==> src/rtl/mem_access_unit.sv <==
`default_nettype none
// ============================================================================
// Module   : mem_access_unit
// Purpose  : Load/store access stage between the pipeline MEM stage and a
//            word-wide data memory without byte enables. Accepts one RV32I
//            load/store at a time, turns B/H/W accesses into word-aligned
//            memory transactions, uses read-modify-write for sub-word
//            stores, and returns a single-cycle response pulse carrying
//            sign/zero-extended load data.
//
// Ports    : clk, rst (async, active-high), clk_en (global hold)
//            req_valid/req_ready/req_we/req_funct3/req_addr/req_wdata
//                                       - request from the MEM stage
//            resp_valid/resp_rdata/resp_err - one-cycle completion pulse
//            mem_addr/mem_rd_en/mem_wr_en/mem_wdata/mem_rdata/mem_ready
//                                       - word-wide memory port
//
// Options  : MEM_ACCESS_MISALIGN_TRAP_EN
//              defined   - misaligned H/W accesses respond with resp_err=1
//                          and never touch memory
//              undefined - misaligned H/W accesses are aligned down and
//                          complete normally
//
// Revision : 1.0 - initial release
// ============================================================================
module mem_access_unit #(
    parameter int XLEN   = 32,
    parameter int MEM_AW = 10
) (
    input  logic              clk,
    input  logic              rst,
    input  logic              clk_en,
    input  logic              req_valid,
    output logic              req_ready,
    input  logic              req_we,
    input  logic [2:0]        req_funct3,
    input  logic [XLEN-1:0]   req_addr,
    input  logic [XLEN-1:0]   req_wdata,
    output logic              resp_valid,
    output logic [XLEN-1:0]   resp_rdata,
    output logic              resp_err,
    output logic [MEM_AW-1:0] mem_addr,
    output logic              mem_rd_en,
    output logic              mem_wr_en,
    output logic [XLEN-1:0]   mem_wdata,
    input  logic [XLEN-1:0]   mem_rdata,
    input  logic              mem_ready
);

    // ------------------------------------------------------------------
    // State encoding and funct3 codes
    // ------------------------------------------------------------------
    localparam logic [2:0] c_ST_IDLE   = 3'd0;
    localparam logic [2:0] c_ST_RD     = 3'd1;
    localparam logic [2:0] c_ST_RMW_RD = 3'd2;
    localparam logic [2:0] c_ST_RMW_WR = 3'd3;
    localparam logic [2:0] c_ST_WR     = 3'd4;
    localparam logic [2:0] c_ST_RESP   = 3'd5;

    localparam logic [2:0] c_F3_B  = 3'b000;
    localparam logic [2:0] c_F3_H  = 3'b001;
    localparam logic [2:0] c_F3_BU = 3'b100;
    localparam logic [2:0] c_F3_HU = 3'b101;

    // ------------------------------------------------------------------
    // Captured request
    // ------------------------------------------------------------------
    logic [2:0]  r_state;
    logic [2:0]  r_funct3;
    logic [1:0]  r_lane;     // byte offset inside the word
    logic [15:0] r_wdata;    // only the low half is ever merged

    // ------------------------------------------------------------------
    // Request decode (evaluated on the incoming request, result captured
    // by the state register at the acceptance edge)
    // ------------------------------------------------------------------
    logic w_f3_illegal;
    logic w_misaligned;
    logic w_req_err;

    always_comb begin
        w_f3_illegal = 1'b0;
        w_misaligned = 1'b0;
        if (req_we) begin
            // Stores only have SB/SH/SW; any unsigned variant is illegal.
            w_f3_illegal = req_funct3[2] || (req_funct3 == 3'b011);
        end else begin
            w_f3_illegal = (req_funct3 == 3'b011) || (req_funct3 == 3'b110) ||
                           (req_funct3 == 3'b111);
        end
`ifdef MEM_ACCESS_MISALIGN_TRAP_EN
        case (req_funct3[1:0])
            2'b01:   w_misaligned = req_addr[0];
            2'b10:   w_misaligned = |req_addr[1:0];
            default: w_misaligned = 1'b0;
        endcase
`else
        // Low offset bits are simply ignored: halfword lanes are picked by
        // addr[1] and words by the word address, which aligns down.
        w_misaligned = 1'b0;
`endif
    end

    assign w_req_err = w_f3_illegal || w_misaligned;

    // Upper address bits lie outside the memory and are intentionally dropped.
    logic w_unused_addr;
    assign w_unused_addr = &{1'b0, req_addr[XLEN-1:MEM_AW+2]};

    // ------------------------------------------------------------------
    // Load lane extraction and store lane merge
    // ------------------------------------------------------------------
    logic [7:0]      w_byte;
    logic [15:0]     w_half;
    logic [XLEN-1:0] w_load;
    logic [XLEN-1:0] w_merge;

    always_comb begin
        w_byte = mem_rdata[{r_lane, 3'b000} +: 8];
        w_half = mem_rdata[{r_lane[1], 4'b0000} +: 16];
        case (r_funct3)
            c_F3_B:  w_load = {{(XLEN-8){w_byte[7]}}, w_byte};
            c_F3_BU: w_load = {{(XLEN-8){1'b0}}, w_byte};
            c_F3_H:  w_load = {{(XLEN-16){w_half[15]}}, w_half};
            c_F3_HU: w_load = {{(XLEN-16){1'b0}}, w_half};
            default: w_load = mem_rdata;
        endcase
    end

    always_comb begin
        w_merge = mem_rdata;
        if (r_funct3[1:0] == 2'b00) begin
            w_merge[{r_lane, 3'b000} +: 8] = r_wdata[7:0];
        end else begin
            w_merge[{r_lane[1], 4'b0000} +: 16] = r_wdata;
        end
    end

    // ------------------------------------------------------------------
    // Control FSM with registered outputs. clk_en low freezes everything,
    // including the reaction to mem_ready.
    // ------------------------------------------------------------------
    always_ff @(posedge clk or posedge rst) begin
        if (rst) begin
            r_state    <= c_ST_IDLE;
            r_funct3   <= 3'b000;
            r_lane     <= 2'b00;
            r_wdata    <= '0;
            req_ready  <= 1'b1;
            resp_valid <= 1'b0;
            resp_rdata <= '0;
            resp_err   <= 1'b0;
            mem_addr   <= '0;
            mem_rd_en  <= 1'b0;
            mem_wr_en  <= 1'b0;
            mem_wdata  <= '0;
        end else if (clk_en) begin
            case (r_state)
                c_ST_IDLE: begin
                    if (req_valid) begin
                        r_funct3  <= req_funct3;
                        r_lane    <= req_addr[1:0];
                        r_wdata   <= req_wdata[15:0];
                        mem_addr  <= req_addr[MEM_AW+1:2];
                        req_ready <= 1'b0;
                        if (w_req_err) begin
                            // Rejected without touching memory.
                            resp_valid <= 1'b1;
                            resp_err   <= 1'b1;
                            resp_rdata <= '0;
                            r_state    <= c_ST_RESP;
                        end else if (!req_we) begin
                            mem_rd_en <= 1'b1;
                            r_state   <= c_ST_RD;
                        end else if (req_funct3[1:0] == 2'b10) begin
                            mem_wr_en <= 1'b1;
                            mem_wdata <= req_wdata;
                            r_state   <= c_ST_WR;
                        end else begin
                            // Sub-word store: fetch the word first.
                            mem_rd_en <= 1'b1;
                            r_state   <= c_ST_RMW_RD;
                        end
                    end
                end

                c_ST_RD: begin
                    if (mem_ready) begin
                        mem_rd_en  <= 1'b0;
                        resp_valid <= 1'b1;
                        resp_err   <= 1'b0;
                        resp_rdata <= w_load;
                        r_state    <= c_ST_RESP;
                    end
                end

                c_ST_RMW_RD: begin
                    if (mem_ready) begin
                        // mem_wdata doubles as the merged-word register.
                        mem_rd_en <= 1'b0;
                        mem_wr_en <= 1'b1;
                        mem_wdata <= w_merge;
                        r_state   <= c_ST_RMW_WR;
                    end
                end

                c_ST_RMW_WR,
                c_ST_WR: begin
                    if (mem_ready) begin
                        mem_wr_en  <= 1'b0;
                        resp_valid <= 1'b1;
                        resp_err   <= 1'b0;
                        resp_rdata <= '0;
                        r_state    <= c_ST_RESP;
                    end
                end

                c_ST_RESP: begin
                    resp_valid <= 1'b0;
                    resp_err   <= 1'b0;
                    req_ready  <= 1'b1;
                    r_state    <= c_ST_IDLE;
                end

                default: begin
                    mem_rd_en  <= 1'b0;
                    mem_wr_en  <= 1'b0;
                    resp_valid <= 1'b0;
                    resp_err   <= 1'b0;
                    req_ready  <= 1'b1;
                    r_state    <= c_ST_IDLE;
                end
            endcase
        end
    end

endmodule
`default_nettype wire

==> config.mk <==
export PLATFORM = sky130hd
export DESIGN_NAME = mem_access_unit
export DESIGN_NICKNAME = d
export VERILOG_FILES = /design/src/rtl/mem_access_unit.sv
export SDC_FILE = /design/constraint.sdc
export NUM_CORES = 1
export LEC_CHECK = 0
export ABC_AREA = 1
export BUFFER_PORTS_ARGS = -buffer_cell sky130_fd_sc_hd__buf_4
export CAP_MARGIN = 10
export CORE_ASPECT_RATIO = 1.4
export CORE_MARGIN = 5
export CORE_UTILIZATION = 50
export CTS_CLUSTER_DIAMETER = 30
export DETAILED_ROUTE_END_ITERATION = 7
export GPL_ROUTABILITY_DRIVEN = 1
export PLACE_DENSITY = 0.75
export SYNTH_ARGS = -nofsm -noshare
export SYNTH_HDL_FRONTEND = slang
export SYNTH_SLANG_ARGS = --single-unit
==> constraint.sdc <==
create_clock -name clk -period 5.4 [get_ports clk]
set_input_delay 0.81 -clock clk [delete_from_list [all_inputs] [get_ports clk]]
set_output_delay 0.81 -clock clk [all_outputs]
set_load 0.02 [all_outputs]
==> results.toml, run 1 <==
[global_route]
grt_first_pass_wirelength_um = 33100
met2_usage_pct = 41.1
grt_max_degree = 68
grtUsageTotal_pct = 25.8
grt.busiest_layer = "met2"
met1_usage_pct = 35.1
gr-total-overflow = 0
globalRouteMet3Util_pct = 4.69
grt_pass1_vias = 6493
antenna_found_initial = 0

[clock_tree]
tritoncts = "built"
cts_buffer_depth = 2
cts_made_buffers = 9
h-tree-depth = 3
path_clk_slew_ns = 0.08
cts.sinks = 103
cts_resized = 0
cts_post_setup_buffers_inserted = 0
postCtsHoldBufs = 0
cts_root_buf = "clkbuf_16"
worstSkewPairLatency_ns = 0.36

[critical_path]
start_kind = "register"
rr_startpoint = "r_lane[1]"
worst-path-max-fanout = 63
end_kind = "register"
cp.arrival_ns = 3.41
cp.required_ns = 5.65
r2r-end = "mem_wdata[17]"
crit_type = "register to register"
r2r_cells = 12
rrSetupSlack_ns = 2.24

[logic_synthesis]
synth_cell_types = 28
synth_top_area_cell = "dfrtp_1"
async_reset_ff_share_pct = 100
synth_area_leaders = "dfrtp_1 (37%), nand2_1 (30%), nand3_1 (5.3%)"
syn_area_um2 = 6850
synth_top_area_share_pct = 37.3
synth_seq_area_share_pct = 37.7
ys_warn_count = 0
synth_edf_count = 0
synth_nets = 1201
avgSynthCellArea_um2 = 6.28
synth_flop_cell = "dfrtp_1"
syn_inst = 1091
ys_ff_latch = 103

[place]
gp_congestion = 0.979
dpl.cell_count = 1384
preCtsSetupSlack_ns = 2.30
dp_hpwl_um = 15000
io_buffer_count = 163
placed_cell_area_um2 = 7990

[hold_path]
hold_depth = 2
hold_path.class = "register to register"
hold_path_end = "resp_valid"
hp-start = "resp_valid"

[die]
dieWidth_um = 109
die_h_um = 148
std_cell_rows = 50
core_um2 = 13400
initial_utilization_pct = 51.1
dieArea_um2 = 16200
ioPinCount = 184

[timing]
layout_setup_ws_ns = 2.24
period_needed_ns = 3.16
post-route-period-util_pct = 58.6
fmax_mhz = 316
whs_ns = 0.474
clock_skew_ns = 0.0102
slew_violations = 0
setup_viol = 0
relSlewSlack_pct = 22.8
fin_setup_tns_ns = 0
hold_viol = 0
worst_pin_slew_ns = 1.15
rsz0062_at_grt = "no"

[final_layout]
final_area_um2 = 8290
nNetsFinal = 1324
syn2layout_area_growth_pct = 21.1
fin_cells = 1401
utilization_pct = 61.9
final_cell_mix = "nand2_1 (542), buf_4 (166), dfrtp_1 (102), inv_1 (79), nand3_1 (73)"
nFillCells = 1308
n_antenna_cell = 0
layout-drive-gt1-share_pct = 17.3
final_common_cell = "nand2_1"

[power]
p_leak_nw = 4.79
irDropWorstVdd_uv = 296
p_per_area_nw_per_um2 = 556
p_total_mw = 4.61

[route]
num_vias = 7237
initialDrtViolationCount = 643
drc = 0
drt_wl_total_um = 20800
wire_per_inst_um = 14.9
dr.pass1.iters = 5
ant_nets = 0
vias_per_cell = 5.17

[outcome]
outcome = "completed"

[run]
maxCapViolCount = 0
-- worst max-delay path, cell delays in order (launching register included) --
cell	delay [ns]
dfrtp_1	0.36
buf_4	0.31
inv_2	0.67
ha_1	0.52
clkinv_1	0.33
nand2_1	0.19
inv_1	0.05
nand2_1	0.22
o21ai_0	0.12
nand2_1	0.11
nand2_1	0.06
nand2_1	0.05
nand2_1	0.05
-- Yosys cell counts, types with 5 or more instances --
cell type,count
o21ai_0,69
clkbuf_1,19
inv_2,9
nand4_1,10
inv_1,80
buf_6,11
o211ai_1,6
o21ai_1,6
ha_1,5
dfrtp_1,102
nand2_1,542
buf_4,7
nor2_1,66
buf_2,18
a21oi_1,44
nand3_1,73
-- routing by layer --
layer  part of all wire, %  up-vias
li1                      -     3631
met1                    42     3282
met2                    48      285
met3                   7.8       39
met4                   2.3        0
met5                     0        -
-- layout make-up --
| cell class | count | area [µm²] | area share [%] |
|---|---|---|---|
| Clock buffer | 9 | 225 | 2.72 |
| Clock inverter | 7 | 60.1 | 0.724 |
| Inverter | 93 | 352 | 4.24 |
| Multi-Input combinational cell | 840 | 3580 | 43.2 |
| Sequential cell | 103 | 2580 | 31.1 |
| Tap cell | 182 | 228 | 2.75 |
| Timing Repair Buffer | 167 | 1270 | 15.3 |
-- state kept, by name (all words and copies together), names as in the netlist, 2 cells and up --
name / flops
r_wdata: 16
mem_wdata: 32
r_state: 3
resp_rdata: 32
r_funct3: 3
r_lane: 2
mem_addr: 10
-- logic make-up (layout without fill, tap and decap cells) --
group           after synthesis  in the layout  share of synthesized area (%)
compound gates              125            125                           9.35
flops                       103            103                           37.7
fa+ha+maj                     5              5                          0.914
simple gates                710            710                           42.0
buf+inv                     148            276                           10.0
-- power by group --
part | internal [mW] | switching [mW]
combinational | 0.892 | 1.74
sequential | 1.08 | 0.249
clock | 0.323 | 0.326
total | 2.29 | 2.32
-- worst max-delay path by stage --
stage | from | end | depth (start not counted)
floorplan | rst | mem_addr[0] | 1
global placement | r_lane[1] | mem_wdata[17] | 12
detailed placement | r_lane[1] | mem_wdata[17] | 12
CTS | r_lane[1] | mem_wdata[17] | 12
global route | r_lane[1] | mem_wdata[17] | 12
finish | r_lane[1] | mem_wdata[17] | 12
Note: power is estimated with default switching activity, not from simulation.
==> inputs of run 2 (changes only) <==
--- a/config.mk
+++ b/config.mk
@@ -5,12 +5,12 @@
 export SDC_FILE = /design/constraint.sdc
 export NUM_CORES = 1
 export LEC_CHECK = 0
-export ABC_AREA = 1
+export ABC_AREA = 0
 export BUFFER_PORTS_ARGS = -buffer_cell sky130_fd_sc_hd__buf_4
 export CAP_MARGIN = 10
 export CORE_ASPECT_RATIO = 1.4
 export CORE_MARGIN = 5
-export CORE_UTILIZATION = 50
+export CORE_UTILIZATION = 47
 export CTS_CLUSTER_DIAMETER = 30
 export DETAILED_ROUTE_END_ITERATION = 7
 export GPL_ROUTABILITY_DRIVEN = 1
==> constraint.sdc (replaced) <==
create_clock -name clk -period 2.7 [get_ports clk]
set_input_delay 0.405 -clock clk [delete_from_list [all_inputs] [get_ports clk]]
set_output_delay 0.405 -clock clk [all_outputs]
set_load 0.02 [all_outputs]
==> run 2 against run 1 <==
Setup slack got worse by 2.0 ns; wire length shrank 8.2%; worst hold slack got worse by 0.25 ns; fmax up 29%; sequential cell count unchanged; non-clock buffer count grew 13; cell area shrank 8.9%; critical path type unchanged; critical endpoint is now mem_wdata[31]; largest power group unchanged; highest routed layer unchanged.
==> results.toml, run 2 <==
[logic_synthesis]
ys_warn_count = 0
syn_inst = 615
synth_edf_count = 0
synth_most_common_cell = "dfrtp_1"
synth_top_area_share_pct = 42.7
avgSynthCellArea_um2 = 9.71
synth_seq_area_share_pct = 43.2
synth_top_area_cell = "dfrtp_1"
synth_flop_cell = "dfrtp_1"
async_reset_ff_share_pct = 100
synth_cell_types = 48
synth_area_leaders = "dfrtp_1 (43%), mux2_2 (5.3%), o21ai_0 (4.3%)"
synth_nets = 725
syn_area_um2 = 5970
ys_ff_latch = 103
netlist_top_cells_count = "dfrtp_1 (102), nand2_1 (51), o21ai_0 (51)"

[critical_path]
worst-path-max-fanout = 11
crit_slowest_cell = "dfrtp_1"
cpLargestDelayFamily = "compound AO/OA/AOI/OAI gates"
r2r_cells = 8
cp.required_ns = 2.96
slowest_delay_ns = 0.62
path_cells = "inv_1, ha_1, nor4b_2, buf_4, a311oi_1, a211oi_1, a21oi_1, o21ai_0"
rrSetupSlack_ns = 0.24
critPathBufInv = 2
end_kind = "register"
crit_type = "register to register"
start_kind = "register"
r2r-end = "mem_wdata[31]"
cp.arrival_ns = 2.72
rr_startpoint = "r_lane[0]"

[timing]
slew_violations = 0
worst_pin_slew_ns = 1.15
relSlewSlack_pct = 22.8
whs_ns = 0.223
setup_viol = 0
fin_setup_tns_ns = 0
clock_skew_ns = 0.00519
period_needed_ns = 2.46
post-route-period-util_pct = 91.1
hold_viol = 0
fmax_mhz = 407
rsz0062_at_grt = "no"

[route]
num_vias = 5581
initialDrtViolationCount = 344
dr.pass1.iters = 4
drt_wl_total_um = 19100
drc = 0
vias_per_cell = 6.16
ant_nets = 0
wire_per_inst_um = 21.1

[final_layout]
final_cell_mix = "buf_4 (178), dfrtp_1 (101), nand2_1 (51), o21ai_0 (51), a21oi_1 (41)"
final_area_um2 = 7550
layout-drive-gt1-share_pct = 31.0
final_common_cell = "buf_4"
fin_cells = 906
nNetsFinal = 862
nFillCells = 1064
n_antenna_cell = 0
largestRegisters = "mem_wdata x32, resp_rdata x32, r_wdata x16"
syn2layout_area_growth_pct = 26.4

[die]
std_cell_rows = 48
die_h_um = 143
initial_utilization_pct = 48.3
ioPinCount = 184
dieArea_um2 = 15100
dieWidth_um = 105
core_um2 = 12400

[hold_path]
hold_path.class = "input pin to async pin"

[global_route]
grtUsageTotal_pct = 24.7
gr-total-overflow = 0
antenna_found_initial = 0
grt_first_pass_wirelength_um = 29700
grt_pass1_vias = 5624
grt_max_degree = 104

[clock_tree]
cts.sinks = 103
worstSkewPairLatency_ns = 0.34
cts_post_setup_buffers_inserted = 0
postCtsHoldBufs = 0
cts_made_buffers = 9
path_clk_slew_ns = 0.07
cts_resized = 0
cts_buffer_depth = 2
cts_root_buf = "clkbuf_16"
tritoncts = "built"
h-tree-depth = 3

[place]
dpl.cell_count = 891
dp_hpwl_um = 13800
gp_congestion = 0.931
placed_cell_area_um2 = 7280
io_buffer_count = 163

[run]
maxCapViolCount = 0

[outcome]
outcome = "completed"

[power]
p_per_area_nw_per_um2 = 1200
irDropWorstVdd_uv = 632
p_leak_nw = 3.39
run 2: worst max path at each step:
stage | slack [ns] | to | cells after the start | start
finish | 0.24 | mem_wdata[31] | 8 | r_lane[0]
global route | 0.01 | mem_wdata[27] | 8 | r_lane[0]
CTS | 0.23 | mem_wdata[31] | 8 | r_lane[0]
detailed placement | 0.29 | mem_wdata[31] | 8 | r_lane[0]
global placement | 0.37 | mem_wdata[31] | 8 | r_lane[0]
floorplan | 0.15 | mem_wdata[25] | 10 | r_lane[0]
run 2: cells by family after synthesis:
family	synth area share (%)
AOI/OAI and AO/OA	24.8
adders and majority gates	1.05
buffers and inverters	5.30
DFF	43.2
muxes	11.1
and+or+nand+nor	14.6
run 2: routing by layer:
metal	track usage, %	vias to the layer above	routed length, µm	share of wire (%)
met5	0	-	0	0
met4	13.3	0	856	4.5
met1	28.2	2715	7000	37
li1	-	2562	-	-
met3	5.93	51	1360	7.1
met2	42.4	253	9880	52
run 2: metrics by stage:
| step | worst slack, ns | power [mW] | util (%) |
|---|---|---|---|
| final | 0.241 | 9.03 | 61.0 |
| after detailed placement | 0.285 | 7.77 | 58.8 |
| after global routing | 0.0148 | 9.55 | 61.0 |
| after floorplan | 0.145 | 5.99 | - |
| after global placement | 0.373 | 7.59 | 58.8 |
| after CTS | 0.233 | 9.04 | 61.0 |
run 2: power breakdown:
group	internal (mW)	leakage [nW]	switching (mW)	total [mW]
clock network	0.716	0.131	0.537	1.25
registers	2.29	1.31	0.668	2.96
logic	2.08	1.94	2.74	4.81
run 2: final cells by class:
class | count | area, µm² | share of cell area (%)
timing repair buffer | 180 | 1380 | 18.2
multi-input combinational | 446 | 3080 | 40.8
clock inverter | 1 | 30.0 | 0.398
inverter | 12 | 48.8 | 0.646
tap | 150 | 188 | 2.49
sequential | 103 | 2580 | 34.2
clock buffer | 14 | 244 | 3.23
run 2: worst register-to-register path, cell delays in order (launching register included):
cell and delay (ns):
dfrtp_1 0.62, inv_1 0.21, ha_1 0.38, nor4b_2 0.27, buf_4 0.19, a311oi_1 0.10, a211oi_1 0.37, a21oi_1 0.08
o21ai_0 0.16
==> inputs of run 3 (changes only) <==
--- a/config.mk
+++ b/config.mk
@@ -5,12 +5,12 @@
 export SDC_FILE = /design/constraint.sdc
 export NUM_CORES = 1
 export LEC_CHECK = 0
-export ABC_AREA = 0
+export ABC_AREA = 1
 export BUFFER_PORTS_ARGS = -buffer_cell sky130_fd_sc_hd__buf_4
 export CAP_MARGIN = 10
 export CORE_ASPECT_RATIO = 1.4
 export CORE_MARGIN = 5
-export CORE_UTILIZATION = 47
+export CORE_UTILIZATION = 50
 export CTS_CLUSTER_DIAMETER = 30
 export DETAILED_ROUTE_END_ITERATION = 7
 export GPL_ROUTABILITY_DRIVEN = 1
==> constraint.sdc (replaced) <==
create_clock -name clk -period 2.68 [get_ports clk]
set_input_delay 0.402 -clock clk [delete_from_list [all_inputs] [get_ports clk]]
set_output_delay 0.402 -clock clk [all_outputs]
set_load 0.02 [all_outputs]
==> run 3 against run 2 <==
Worst hold slack got worse by 0.057 ns; global-route usage increased by 1.8 points; sequential power decreased by 11%; count of clock-buffer cells in the layout decreased by 5; highest routed layer unchanged.
==> results.toml, run 3 (synthesized netlist as in run 1, its figures left out) <==
[outcome]
outcome = "completed"

[timing]
period_needed_ns = 2.15
clock_skew_ns = 0.00678
fin_setup_tns_ns = 0
setup_viol = 0
worst_pin_slew_ns = 0.638
hold_viol = 0
slew_violations = 0
fmax_mhz = 465
rsz0062_at_grt = "no"
post-route-period-util_pct = 80.2
relSlewSlack_pct = 57.3

[critical_path]
cp.required_ns = 2.93
crit_path_frequent_cell = "nand2_1"
rr_startpoint = "r_lane[1]"
crit_type = "register to register"
crit_slowest_cell = "ha_1"
crit_end = "mem_wdata[16]"
worst-path-max-fanout = 15
cp.arrival_ns = 2.40
critPathBufInv = 3
path_cells = "inv_2, ha_1, clkinv_1, nand2_1, inv_1, nand2_1, o21ai_0, nand2_1, nand2_1, nand2_1, nand2_1"
r2r_cells = 11
r2r-end = "mem_wdata[16]"
start_kind = "register"
cpLargestDelayFamily = "simple AND/OR/NAND/NOR gates"
critical_path_cell_count = 11
rrSetupSlack_ns = 0.53
slowest_delay_ns = 0.47
end_kind = "register"
critPathLaunch = "r_lane[1]"

[final_layout]
final_cell_mix = "nand2_1 (542), buf_4 (180), dfrtp_1 (102), inv_1 (79), nand3_1 (73)"
layout-drive-gt1-share_pct = 18.3
largestRegisters = "mem_wdata x32, resp_rdata x32, r_wdata x16"
utilization_pct = 63.1
syn2layout_area_growth_pct = 23.4
final_common_cell = "nand2_1"
nNetsFinal = 1339

[route]
drt_wl_total_um = 21200
ant_nets = 0
dr.pass1.iters = 5
drc = 0
initialDrtViolationCount = 664
num_vias = 7271
wire_per_inst_um = 15.0
vias_per_cell = 5.13

[power]
p_leak_nw = 4.87
irDropWorstVdd_uv = 583
p_total_mw = 9.53
p_per_area_nw_per_um2 = 1130

[die]
core_um2 = 13400
die_h_um = 148
ioPinCount = 184
dieArea_um2 = 16200
std_cell_rows = 50
dieWidth_um = 109
initial_utilization_pct = 51.1

[clock_tree]
path_clk_slew_ns = 0.08
cts_made_buffers = 9
cts_resized = 0
cts_root_buf = "clkbuf_16"
cts_buffer_depth = 2
postCtsHoldBufs = 0
h-tree-depth = 3
cts.sinks = 103
cts_post_setup_buffers_inserted = 0
tritoncts = "built"
worstSkewPairLatency_ns = 0.36

[global_route]
grt_pass1_vias = 6787
antenna_found_initial = 1
gr-total-overflow = 0
grtUsageTotal_pct = 26.5
grt_max_degree = 104
grt_first_pass_wirelength_um = 34200

[place]
dp_hpwl_um = 15500
io_buffer_count = 163
gp_congestion = 0.983

[hold_path]
hold_path.class = "input pin to async pin"

[run]
maxCapViolCount = 0
[run 3: cell count changes in the layout (fill, tap and decap cells not counted), moves of 22 or more]
cell / previous run / this run
mux2_2: 28 / 0
nand2_1: 51 / 542
nor2b_1: 23 / 0
nand3_1: 2 / 73
nand2b_1: 31 / 0
inv_1: 11 / 79
a311oi_1: 24 / 0
a22o_1: 22 / 0
nor2_1: 26 / 66
a211oi_1: 24 / 0
[run 3: through the flow]
| step | cell area, µm² | worst slack, ns | instances | hold WS, ns |
|---|---|---|---|---|
| 6_report | 8450 | 0.530 | 1417 | 0.166 |
| 3_5_place_dp | 8130 | 0.585 | 1400 | 0.461 |
| 5_1_grt | 8450 | 0.347 | 1417 | 0.262 |
| 2_1_floorplan | 6850 | 0.572 | 1091 | 0.474 |
| 4_1_cts | 8440 | 0.558 | 1416 | 0.234 |
| 3_3_place_gp | 8130 | 0.595 | 1400 | 0.457 |
[run 3: worst min path at each step]
| stage | start | end | slack, ns | cells after the start |
|---|---|---|---|---|
| global placement | mem_rd_en | mem_rd_en | 0.46 | 2 |
| CTS | rst | resp_rdata[11] | 0.23 | 3 |
| detailed placement | mem_rd_en | mem_rd_en | 0.46 | 2 |
| finish | rst | mem_wdata[12] | 0.17 | 3 |
| global route | rst | r_wdata[14] | 0.26 | 3 |
| floorplan | r_wdata[15] | r_wdata[15] | 0.47 | 2 |
[run 3: final cells by class]
type / count / area (µm²)
Fill cell: 1324 / 4940
Timing Repair Buffer: 182 / 1390
Inverter: 93 / 353
Multi-Input combinational cell: 840 / 3580
Clock inverter: 7 / 86.3
Sequential cell: 103 / 2580
Antenna cell: 1 / 2.50
Tap cell: 182 / 228
Clock buffer: 9 / 225
[run 3: power by group]
| group | total [mW] | switching [mW] | internal (mW) |
|---|---|---|---|
| Clock | 1.39 | 0.647 | 0.745 |
| Combinational | 5.49 | 3.59 | 1.91 |
| Sequential | 2.64 | 0.464 | 2.18 |
| Total | 9.53 | 4.70 | 4.83 |
[run 3: worst register-to-register path, stage by stage (launching register included)]
cell and delay (ns):
dfrtp_1 0.41, inv_2 0.23, ha_1 0.47, clkinv_1 0.17, nand2_1 0.11, inv_1 0.04
nand2_1 0.21, o21ai_0 0.12, nand2_1 0.11, nand2_1 0.06, nand2_1 0.05, nand2_1 0.05
[run 3: metal layers]
layer	vias to the layer above	global-route usage (%)	share of wire, %	routed length [µm]
li1	3654	-	-	-
met1	3283	35.2	42	8810
met2	279	42.8	47	10100
met3	55	4.26	7.5	1580
met4	0	11.0	3.6	767
met5	-	0	0	0
